File: config.mk
export PLATFORM = sky130hd
export DESIGN_NAME = prt_tx_drain
export DESIGN_NICKNAME = d
export VERILOG_FILES = /design/src/rtl/prt_pkg.sv /design/src/rtl/prt_tx_outreg.sv /design/src/rtl/prt_tx_drain.sv
export SDC_FILE = /design/constraint.sdc
export NUM_CORES = 1
export LEC_CHECK = 0
export CORE_AREA = 2 2 70 72
export DETAILED_ROUTE_END_ITERATION = 8
export DIE_AREA = 0 0 72 74
export GPL_TIMING_DRIVEN = 0
export PLACE_DENSITY_LB_ADDON = 0.15
export REMOVE_ABC_BUFFERS = 1
export SLEW_MARGIN = 20
export SYNTH_ARGS = -nofsm -noshare
export SYNTH_HDL_FRONTEND = slang
export SYNTH_SLANG_ARGS = --single-unit
File: constraint.sdc
create_clock -name CLK -period 3.1 [get_ports CLK]
set_input_delay 0.31 -clock CLK [delete_from_list [all_inputs] [get_ports CLK]]
set_output_delay 0.31 -clock CLK [all_outputs]
set_load 0.02 [all_outputs]
File: src/rtl/prt_pkg.sv
// Shared constants, PRT read-word layout and TX drain FSM states for the PRT read side.
package prt_pkg;

    localparam int unsigned PRT_SLOT_W        = 1;
    localparam int unsigned PRT_DATA_W        = 8;
    localparam int unsigned PRT_MAX_PKT_BYTES = 1518;
    localparam int unsigned PRT_CNT_W         = 11;

    typedef struct packed {
        logic                  last;
        logic [PRT_DATA_W-1:0] data;
    } prt_word_t;

    typedef enum logic [2:0] {
        StIdle,
        StStart,
        StStream,
        StFlush,
        StInval
    } tx_state_e;

endpackage

File: src/rtl/prt_tx_outreg.sv
// Single-entry egress holding register; accepts a new byte whenever empty or draining.
module prt_tx_outreg
    import prt_pkg::*;
#(
    parameter int unsigned DATA_W = PRT_DATA_W
) (
    input  logic              CLK,
    input  logic              RST_N,
    input  logic              load,
    input  logic [DATA_W-1:0] load_data,
    input  logic              load_last,
    input  logic              tx_ready,
    output logic              can_load,
    output logic [DATA_W-1:0] tx_data,
    output logic              tx_last,
    output logic              tx_valid
);

    // Combinational from tx_ready so a full register refills in the cycle it drains.
    assign can_load = !tx_valid || tx_ready;

    always_ff @(posedge CLK or negedge RST_N) begin
        if (!RST_N) begin
            tx_valid <= 1'b0;
            tx_last  <= 1'b0;
            tx_data  <= '0;
        end else if (load) begin
            tx_valid <= 1'b1;
            tx_last  <= load_last;
            tx_data  <= load_data;
        end else if (tx_valid && tx_ready) begin
            tx_valid <= 1'b0;
            tx_last  <= 1'b0;
        end
    end

endmodule

File: src/rtl/prt_tx_drain.sv
// PRT read-side client: streams allowed packets to egress, then frees the slot.
// Optional packet statistics are built when PRT_TX_STATS_EN is defined.
module prt_tx_drain
    import prt_pkg::*;
#(
    parameter int unsigned SLOT_W        = PRT_SLOT_W,
    parameter int unsigned DATA_W        = PRT_DATA_W,
    parameter int unsigned MAX_PKT_BYTES = PRT_MAX_PKT_BYTES,
    parameter int unsigned CNT_W         = PRT_CNT_W
) (
    input  logic              CLK,
    input  logic              RST_N,
    input  logic              verdict_valid,
    input  logic [SLOT_W-1:0] verdict_slot,
    input  logic              verdict_allow,
    output logic              verdict_ready,
    output logic              EN_start_reading_prt_entry,
    output logic [SLOT_W-1:0] start_reading_prt_entry_slot,
    input  logic              RDY_start_reading_prt_entry,
    output logic              EN_read_prt_entry,
    input  logic [DATA_W:0]   read_prt_entry,
    input  logic              RDY_read_prt_entry,
    output logic              EN_invalidate_prt_entry,
    output logic [SLOT_W-1:0] invalidate_prt_entry_slot,
    input  logic              RDY_invalidate_prt_entry,
    output logic [DATA_W-1:0] tx_data,
    output logic              tx_last,
    output logic              tx_valid,
    input  logic              tx_ready,
    output logic              err_oversize
`ifdef PRT_TX_STATS_EN
    ,
    output logic [31:0]       tx_pkt_count,
    output logic [31:0]       drop_pkt_count
`endif
);

    tx_state_e         state_q;
    logic [SLOT_W-1:0] slot_q;
    logic              allow_q;
    logic [CNT_W-1:0]  cnt_q;
    logic              err_q;

    logic              can_load;
    logic              rd_flag;
    logic              at_limit;
    logic              load_last;
    logic              verdict_fire;

    assign rd_flag   = read_prt_entry[DATA_W];
    assign at_limit  = (cnt_q == CNT_W'(MAX_PKT_BYTES - 1));
    assign load_last = rd_flag || at_limit;

    assign verdict_ready = (state_q == StIdle);
    assign verdict_fire  = verdict_ready && verdict_valid;

    assign EN_start_reading_prt_entry = (state_q == StStart) && allow_q &&
                                        RDY_start_reading_prt_entry;
    assign EN_read_prt_entry          = (state_q == StStream) && RDY_read_prt_entry && can_load;
    assign EN_invalidate_prt_entry    = (state_q == StInval) && RDY_invalidate_prt_entry;

    assign start_reading_prt_entry_slot = slot_q;
    assign invalidate_prt_entry_slot    = slot_q;
    assign err_oversize                 = err_q;

    prt_tx_outreg #(
        .DATA_W (DATA_W)
    ) u_outreg (
        .CLK       (CLK),
        .RST_N     (RST_N),
        .load      (EN_read_prt_entry),
        .load_data (read_prt_entry[DATA_W-1:0]),
        .load_last (load_last),
        .tx_ready  (tx_ready),
        .can_load  (can_load),
        .tx_data   (tx_data),
        .tx_last   (tx_last),
        .tx_valid  (tx_valid)
    );

    always_ff @(posedge CLK or negedge RST_N) begin
        if (!RST_N) begin
            state_q <= StIdle;
            slot_q  <= '0;
            allow_q <= 1'b0;
            cnt_q   <= '0;
            err_q   <= 1'b0;
        end else begin
            case (state_q)
                StIdle: begin
                    if (verdict_valid) begin
                        slot_q  <= verdict_slot;
                        allow_q <= verdict_allow;
                        state_q <= verdict_allow ? StStart : StInval;
                    end
                end
                StStart: begin
                    if (EN_start_reading_prt_entry) begin
                        cnt_q   <= '0;
                        state_q <= StStream;
                    end
                end
                StStream: begin
                    if (EN_read_prt_entry) begin
                        cnt_q <= cnt_q + CNT_W'(1);
                        if (load_last) begin
                            state_q <= StFlush;
                        end
                        // Limit-forced last: the unread tail is freed by the invalidate.
                        if (at_limit && !rd_flag) begin
                            err_q <= 1'b1;
                        end
                    end
                end
                StFlush: begin
                    if (tx_valid && tx_ready) begin
                        state_q <= StInval;
                    end
                end
                StInval: begin
                    if (EN_invalidate_prt_entry) begin
                        state_q <= StIdle;
                    end
                end
                default: state_q <= StIdle;
            endcase
        end
    end

`ifdef PRT_TX_STATS_EN
    logic [31:0] tx_pkt_count_q;
    logic [31:0] drop_pkt_count_q;

    always_ff @(posedge CLK or negedge RST_N) begin
        if (!RST_N) begin
            tx_pkt_count_q   <= '0;
            drop_pkt_count_q <= '0;
        end else begin
            if (tx_valid && tx_ready && tx_last) begin
                tx_pkt_count_q <= tx_pkt_count_q + 32'd1;
            end
            if (verdict_fire && !verdict_allow) begin
                drop_pkt_count_q <= drop_pkt_count_q + 32'd1;
            end
        end
    end

    assign tx_pkt_count   = tx_pkt_count_q;
    assign drop_pkt_count = drop_pkt_count_q;
`else
    logic unused_fire;
    assign unused_fire = verdict_fire;
`endif

endmodule
## Yosys cells after proc, flatten, opt, wreduce, memory -nomap -nowiden

Index checks and enable logic that the tools add are counted.

| cells by class | value |
|---|---|
| reductions and logical operators | 18 |
| bitwise logic cells | 0 |
| multipliers | 0 |
| $add $sub $neg | 1 |
| mux-type cells | 14 |
| shift operators | 0 |
| order comparisons | 0 |
| equality and inequality tests | 11 |
| div/mod/pow operators | 0 |

Operators by type and width:

| cell | number |
|---|---|
| 11-bit two-way mux | 2 |
| 11-bit one-hot mux with 2 select lines | 1 |
| 3-bit two-way mux | 7 |
| 3-bit one-hot mux with 5 select lines | 1 |
| 11-bit by 1-bit adder with 11-bit output (second input constant) | 1 |
| 11-bit == test (second input constant) | 1 |
| 2-bit inequality test (second input constant) | 5 |
| 1-bit logical AND | 7 |
| 3-bit by 2-bit == test with 1-bit output (second input constant) | 2 |
| 3-bit AND reduction | 2 |
| 6-bit AND reduction | 1 |
| 2-bit nonzero test | 2 |
| 3-bit by 1-bit == test with 1-bit output (second input constant) | 1 |
| 3-bit == test (second input constant) | 1 |
| 3-bit logical NOT | 1 |
| 1-bit two-way mux | 3 |
| 1-bit logical NOT | 2 |
| 1-bit logical OR | 2 |
| 2-bit by 1-bit inequality test with 1-bit output (second input constant) | 1 |
| 2-bit AND reduction | 1 |

| word-level totals | value |
|---|---|
| bits in read-only memories | 0 |
| bits of input ports | 18 |
| memories kept | 0 |
| flip-flop bits (word level) | 27 |
| bits in writable memories | 0 |
| bits in latches | 0 |
| output and inout port bits | 17 |

## Logic depth before layout (Yosys ltp)

Gate-level depths: netlist (run 1).

| depth | value |
|---|---|
| depth after elaboration | 5 |
| depth in mapped cells | 8 |

## Cells and area by module

A second synthesis (run 1) with hierarchy kept.

| second synthesis, totals | value |
|---|---|
| cell total of the unflattened synthesis | 129 |
| area, all modules | 1,370.1 um2 |

By module, submodules not included:

| module | sequential area each (um2) | times used | area an instance (um2) | cells each |
|---|---|---|---|---|
| prt_tx_drain | 425.4 | 1 | 960.9 | 105 |
| prt_tx_outreg | 250.2 | 1 | 409.1 | 24 |

## Worst setup path before layout (run 1)

No wires, ideal clock.

| timing | value |
|---|---|
| kind | register to register |
| start point | register state_q[0] |
| end point | register u_outreg.tx_data[1] |
| data required time | 2,975 ps |
| path slack | 1,185 ps |
| clock period less this slack | 1,915 ps |
| library setup time | 125 ps |
| data arrival time | 1,790 ps |
| stages on the path, launching flop included | 7 |
| cells stage by stage | dfrtp_1 nor4bb_1 buf_4 and2_1 clkbuf_1 buf_2 mux2_2 |

| on the way | value |
|---|---|
| longest elaborated chain between the ends | 3 |

Ends and longest elaborated chain:

| element | line | source |
|---|---|---|
| start, declared | prt_tx_drain.sv:38 | `tx_state_e state_q;` |
| start signal, assigned | prt_tx_drain.sv:83 | `state_q <= StIdle;` |
| start signal, assigned | prt_tx_drain.sv:94 | `state_q <= verdict_allow ? StStart : StInval;` |
| start signal, assigned | prt_tx_drain.sv:100 | `state_q <= StStream;` |
| 3-bit by 2-bit == test with 1-bit output | prt_tx_drain.sv:59 | `assign EN_read_prt_entry = (state_q == StStream) && RDY_read_prt_entry && can_load;` |
| 1-bit logical AND (2 in a row) | prt_tx_drain.sv:59 |  |
| via EN_read_prt_entry | prt_tx_drain.sv:20 | `output logic EN_read_prt_entry,` |
| end signal, assigned | prt_tx_outreg.sv:30 | `tx_data <= load_data;` |
| end, declared | prt_tx_outreg.sv:14 | `output logic [DATA_W-1:0] tx_data,` |

The timed path passes the listed nets, and every way through them passes these cells.
A chain may end at the register's enable or synchronous reset.

## Worst setup path in the final report (run 1)

| timing | value |
|---|---|
| start point | register state_q[0] |
| end point | output EN_read_prt_entry |

| on the way | value |
|---|---|
| longest elaborated chain between the ends | 3 |

Ends and longest elaborated chain:

| element | line |
|---|---|
| 3-bit by 2-bit == test with 1-bit output | prt_tx_drain.sv:59 |
| 1-bit logical AND (2 in a row) | prt_tx_drain.sv:59 |
| end, declared | prt_tx_drain.sv:20 |

Every way passes these cells.

==> metrics.yaml, run 1 <==
setup_tns_ns: 0
postLayoutCoreUtil_pct: 38.1
final.setup_skew_ns: 0.00454
switching_power_mw: 0.492
max_slew.worst_pin.slew_ns: 0.765
grt_start_max_net_pins: 28
wirelength_mm: 2.81
clock_power_share_pct: 15.3
area_delta_synth_final_pct: 31.8
cp_data_required_time_ns: 2.79
power.sequential.fraction_pct: 42.1
post_drt_via_cell_ratio: 5.00
grt-ovfl-total: 0
die_width_um: 72
yosysMostFrequentCell: "sky130_fd_sc_hd__dfrtp_1"
routed-via-count: 1046
synth_area_leaders: "sky130_fd_sc_hd__dfrtp_1 51%, sky130_fd_sc_hd__mux2_2 8.5%, sky130_fd_sc_hd__o31ai_1 3.4%"
first_global_vias: 1033
power.internal_mw: 0.849
floorplan.initialDensity_pct: 29.0
ys_seq_area_share_pct: 50.8
max_cap_viol_count: 0
max_freq_ghz: 0.358
layout.area.seq_um2: 676
max-clock-path-buffers: 2
worst_ir_drop_vdd_v: 0.000421
synth_area_um2: 1330
post_cts_resize_count: 1
place_worst_setup_slack_ns: -0.119
cp_max_fanout: 14
switching_share_pct: 36.7
unrepaired_setup_endpoints_after_global_routing: "false"
detail-route-antenna-nets: 0
slew_headroom_pct: 48.7
clk_pin_slew_ns: 0.10
holdCritPathClass: "primary input to asynchronous set/reset pin"
synth_commonest_cells: "27 x sky130_fd_sc_hd__dfrtp_1, 10 x sky130_fd_sc_hd__mux2_2, 9 x sky130_fd_sc_hd__nand2_1"
leakage_power_nw: 0.724
comb_power_share_pct: 42.6
cts_num_sinks: 27
cts_hold_repair.buffers: 0
drcViolationCount: 0
report.power.total_mw: 1.34
tritoncts_clock_tree: "done"
gpl.final_weighted_congestion: 0.669
route.detailed.wl_per_inst_um: 13.5
final_net_count: 176
synth.lib_cells_used.distinct: 34
final.min_clock_period_ns: 2.80
number_of_synthesized_flops_with_an_enable_pin: 0
count_of_standard_cell_rows: 25
finalHoldViolCount: 0
p_per_area_nw_per_um2: 764
drt_iter0_markers: 28
synth-seq-cells: 27
post_route_cells_drive_above_1_share_pct: 12.9
grt_use_total_pct: 11.7
setup_viol: 0
final.period_utilization_pct: 90.2
avgSynthCellArea_um2: 10.7
io_buffers: 34
ys_warns: 0
asyncSetResetFlopFracSynth_pct: 100
hpwlAfterDp_mm: 2.03
clk-insertion-delay-late_ns: 0.27
finalHoldWorstSlack_ns: 0.0362
insertedDiodeCount: 0
area_occupied_by_multi_input_gates_um2: 604
cts-buffers-inserted: 3
status: "complete, no violations"
critical_path_class: "flop to output pin"
startpoint_type_of_the_worst_setup_path: "flop"
worstSetupEndpointType: "output pin"
die_area_um2: 5330
cts.root.buffer_cell: "sky130_fd_sc_hd__clkbuf_8"
core_region_area_um2: 4600
final.fill_count: 455
top_ff_cell_synth: "sky130_fd_sc_hd__dfrtp_1"
design.portCount: 35
critPathArrivalTime_ns: 2.49
antenna_found_initial: 0
post-synth-top-area-fraction_pct: 50.8
grt_pass1_wl_mm: 4.82
h-tree-depth: 1
final_report_max_slew_violation_count: 0
firstDrtPassIters: 4
synthDominantAreaCellType: "sky130_fd_sc_hd__dfrtp_1"
dieHeight_um: 74
synthesis.instances: 124
post_cts.repair.setup_buffers: 0
timing.final.ws_setup_ns: 0.304
path summary, 6_finish.rpt:
| kind | start | cells after the start | endpoint | slack [ns] |
|---|---|---|---|---|
| setup / recovery | state_q[0] | 3 | EN_read_prt_entry | 0.30 |
| hold / removal | RST_N | 1 | u_outreg.tx_valid | 0.04 |
| setup reg to reg | state_q[0] | 4 | cnt_q[10] | 0.99 |
| hold reg to reg | err_oversize | 1 | err_oversize | 0.48 |
| max in group asynchronous | RST_N | 1 | cnt_q[0] | 2.66 |
| min in group CLK | err_oversize | 1 | err_oversize | 0.48 |
power by group through the flow:
stage	clock network [mW]	registers [mW]	logic (mW)
after floorplan	0	0.642	0.220
after global placement	0	0.559	0.561
after detailed placement	0	0.565	0.573
after CTS	0.216	0.565	0.581
after global routing	0.232	0.583	0.621
final	0.205	0.564	0.572
layout make-up:
| class | count | share of cell area (%) |
|---|---|---|
| inverter | 6 | 1.28 |
| multi-input combinational | 84 | 34.5 |
| clock inverter | 1 | 0.428 |
| sequential | 27 | 38.5 |
| timing repair buffer | 34 | 19.1 |
| tap | 54 | 3.85 |
| clock buffer | 3 | 2.35 |
layer usage:
metal  up-vias  GRT usage, %  share of wire (%)
li1        507             -                  -
met1       508          14.2                 42
met2        31          20.7                 52
met3         0          3.66                5.4
met4         0          1.89                  0
met5         -             0                  0
logic make-up after synthesis:
family / synth area share, %
compound gates: 10.9
xor+xnor: 1.97
fa+ha+maj: 1.88
buf+inv: 5.45
flops: 50.8
mux: 9.21
simple gates: 19.8
state kept, by name, indices dropped and copies added (netlist names):
name                       cells
allow_q                        1
cnt_q                         11
err_oversize                   1
invalidate_prt_entry_slot      1
state_q                        3
u_outreg.tx_data               8
u_outreg.tx_last               1
u_outreg.tx_valid              1
worst max-delay path: stages, from the launching register on:
cell,delay (ns)
sky130_fd_sc_hd__dfrtp_1,0.49
sky130_fd_sc_hd__nor4bb_4,0.60
sky130_fd_sc_hd__and2_2,0.46
sky130_fd_sc_hd__clkdlybuf4s50_1,0.67
through the flow:
step | instances | cell area (um2)
floorplan | 117 | 1280
global placement | 205 | 1690
detailed placement | 205 | 1700
CTS | 209 | 1750
global route | 209 | 1750
finish | 209 | 1750
cells in the final DEF (no fill, tap or decap), drive strengths merged:
cell	count
mux2i	1
nor2	6
dfrtp	27
nand4	4
a41o	1
o21ai	3
nand4b	1
clkbuf	3
and2	2
nand2	9
o31ai	6
nor3	4
nand3b	1
inv	6
ha	2
nand2b	3
nor4bb	1
o221ai	1
mux2	10
clkinvlp	1
clkdlybuf4s50	33
a31o	1
nor2b	1
xor2	3
or4	4
or3	2
a21oi	7
a31oi	1
and3	1
a22o	1
o211ai	1
nand3	7
buf	1
(Power assumes the default switching activity.)
==> run 2, diff against run 1 <==
HOLD_SLACK_MARGIN = 0.06   (was default)
==> results of run 2 <==
Final layout, timing and power as in run 1 (identical DEF).
==> run 3, diff against run 2 <==
CAP_MARGIN = 30   (was default)
GPL_TIMING_DRIVEN = default   (was 0)
==> metrics.yaml, run 3 (synthesis results as in run 1) <==
status: "complete, no violations"
grt_start_max_net_pins: 28  # unchanged
final_area_um2: 1760  # +0.57%
area_delta_synth_final_pct: 32.5
max_slew.worst_pin.slew_ns: 0.524  # -0.241 ns
finalHoldViolCount: 0  # unchanged
count_of_standard_cell_rows: 25  # unchanged
max_freq_ghz: 0.428  # +20%
setup_viol: 0  # unchanged
antenna_found_initial: 0  # unchanged
worstRegToRegCells: 5  # +1
leading_cell_type_in_the_layout_fill_and_taps_excluded: "sky130_fd_sc_hd__clkdlybuf4s50_1"
regMostFlops: "cnt_q"
cp_max_fanout: 7  # -7
timing.final.ws_setup_ns: 0.761  # +0.458 ns
max_cap_viol_count: 0  # unchanged
design.portCount: 35  # unchanged
drcViolationCount: 0  # unchanged
holdCritPathClass: "primary input to asynchronous set/reset pin"
area_occupied_by_multi_input_gates_um2: 583  # -3.5%
first_global_vias: 1133  # +9.7%
place_worst_setup_slack_ns: 0.734  # +0.852 ns
most_used_cells_in_the_layout_excluding_fill_and_tap_cells: "34 x sky130_fd_sc_hd__clkdlybuf4s50_1, 27 x sky130_fd_sc_hd__dfrtp_1, 10 x sky130_fd_sc_hd__mux2_2"
core_region_area_um2: 4600  # unchanged
worstSetupEndpointType: "output pin"
slew_headroom_pct: 64.8  # +16 points
cts.root.buffer_cell: "sky130_fd_sc_hd__clkbuf_8"
drt_iter0_markers: 37  # +32%
detail-route-antenna-nets: 0  # unchanged
final_net_count: 180  # +2.3%
tritoncts_clock_tree: "done"
p_per_area_nw_per_um2: 750  # -1.9%
critical_path_class: "primary input to output pin"
critPathArrivalTime_ns: 2.03  # -0.46 ns
max-clock-path-buffers: 2  # unchanged
final.setup_skew_ns: 0.00430  # -0.000241 ns
grt-ovfl-total: 0  # unchanged
worst_ir_drop_vdd_v: 0.000397  # -5.7%
reg2reg_from: "state_q[1]"
cp_data_required_time_ns: 2.79  # about the same
final.fill_count: 453  # -0.44%
io_buffers: 34  # unchanged
floorplan.initialDensity_pct: 29.0  # unchanged
hpwlAfterDp_mm: 2.16  # +6.5%
gpl.final_weighted_congestion: 0.763  # +14%
grt_pass1_wl_mm: 5.00  # +3.7%
startpoint_type_of_the_worst_setup_path: "primary input"
final_report_max_slew_violation_count: 0  # unchanged
die_area_um2: 5330  # unchanged
dieHeight_um: 74  # unchanged
post_cts_resize_count: 0  # -1
clk_pin_slew_ns: 0.09  # about the same
unrepaired_setup_endpoints_after_global_routing: "false"
setup_tns_ns: 0  # unchanged
grt_use_total_pct: 12.0  # +0.31 points
cts_hold_repair.buffers: 0  # unchanged
startpoint: "tx_ready"
cts_num_sinks: 27  # unchanged
final.min_clock_period_ns: 2.34  # -0.458 ns
leakage_power_nw: 0.740  # +2.3%
post_route_cells_drive_above_1_share_pct: 11.9  # -0.95 points
wirelength_mm: 2.91  # +3.6%
largest_register_ffs: 11  # unchanged
final.period_utilization_pct: 75.4  # -15 points
h-tree-depth: 1  # unchanged
route.detailed.wl_per_inst_um: 13.7  # +1.6%
die_width_um: 72  # unchanged
clk-insertion-delay-late_ns: 0.27  # about the same
routed-via-count: 1049  # +0.29%
firstDrtPassIters: 4  # unchanged
cts-buffers-inserted: 3  # unchanged
insertedDiodeCount: 0  # unchanged
post_cts.repair.setup_buffers: 0  # unchanged
placed_cell_area_um2: 1720  # +1.4%
layout.area.seq_um2: 676  # unchanged
post_drt_via_cell_ratio: 4.92  # -1.6%
largest_registers: "cnt_q: 11 flops, u_outreg.tx_data: 8 flops, state_q: 3 flops"
==> run 3: power breakdown <==
group / switching, mW / total [mW] / internal [mW]
logic: 0.271 / 0.573 / 0.302
registers: 0.0989 / 0.558 / 0.459
clock network: 0.100 / 0.192 / 0.0919
total: 0.471 / 1.32 / 0.853
==> run 3: cell type report <==
| class | count | share of cell area, % |
|---|---|---|
| multi-input combinational | 84 | 33.0 |
| clock buffer | 4 | 2.55 |
| timing repair buffer | 38 | 21.0 |
| sequential | 27 | 38.3 |
| inverter | 6 | 1.28 |
| tap | 54 | 3.83 |
==> run 3: worst max-delay path, cell delays in order <==
cell and delay, ns:
sky130_fd_sc_hd__clkdlybuf4s50_1 0.54, sky130_fd_sc_hd__nand2b_1 0.31, sky130_fd_sc_hd__and2_1 0.23, sky130_fd_sc_hd__clkdlybuf4s50_1 0.63
==> run 3: per-layer routing <==
layer	vias to the layer above	GRT usage, %	share of wire (%)
li1	517	-	-
met1	501	15.1	46
met2	25	20.5	48
met3	6	2.30	4.2
met4	0	4.61	1.6
met5	-	0	0
==> run 3: through the flow <==
stage	power [mW]	util [%]	hold slack, ns	instances
floorplan	0.861	-	0.0144	117
global placement	1.13	37.4	0.460	209
detailed placement	1.14	37.4	0.463	209
CTS	1.35	38.4	0.418	213
global route	1.43	38.4	0.425	213
finish	1.32	38.4	0.411	213
==> run 3: final timing paths <==
kind                                endpoint  slack (ns)
min in group CLK                err_oversize        0.48
setup reg to reg                    cnt_q[8]        1.05
setup / recovery           EN_read_prt_entry        0.76
hold reg to reg                 err_oversize        0.48
max in group asynchronous       err_oversize        2.42
hold / removal                      cnt_q[8]        0.41
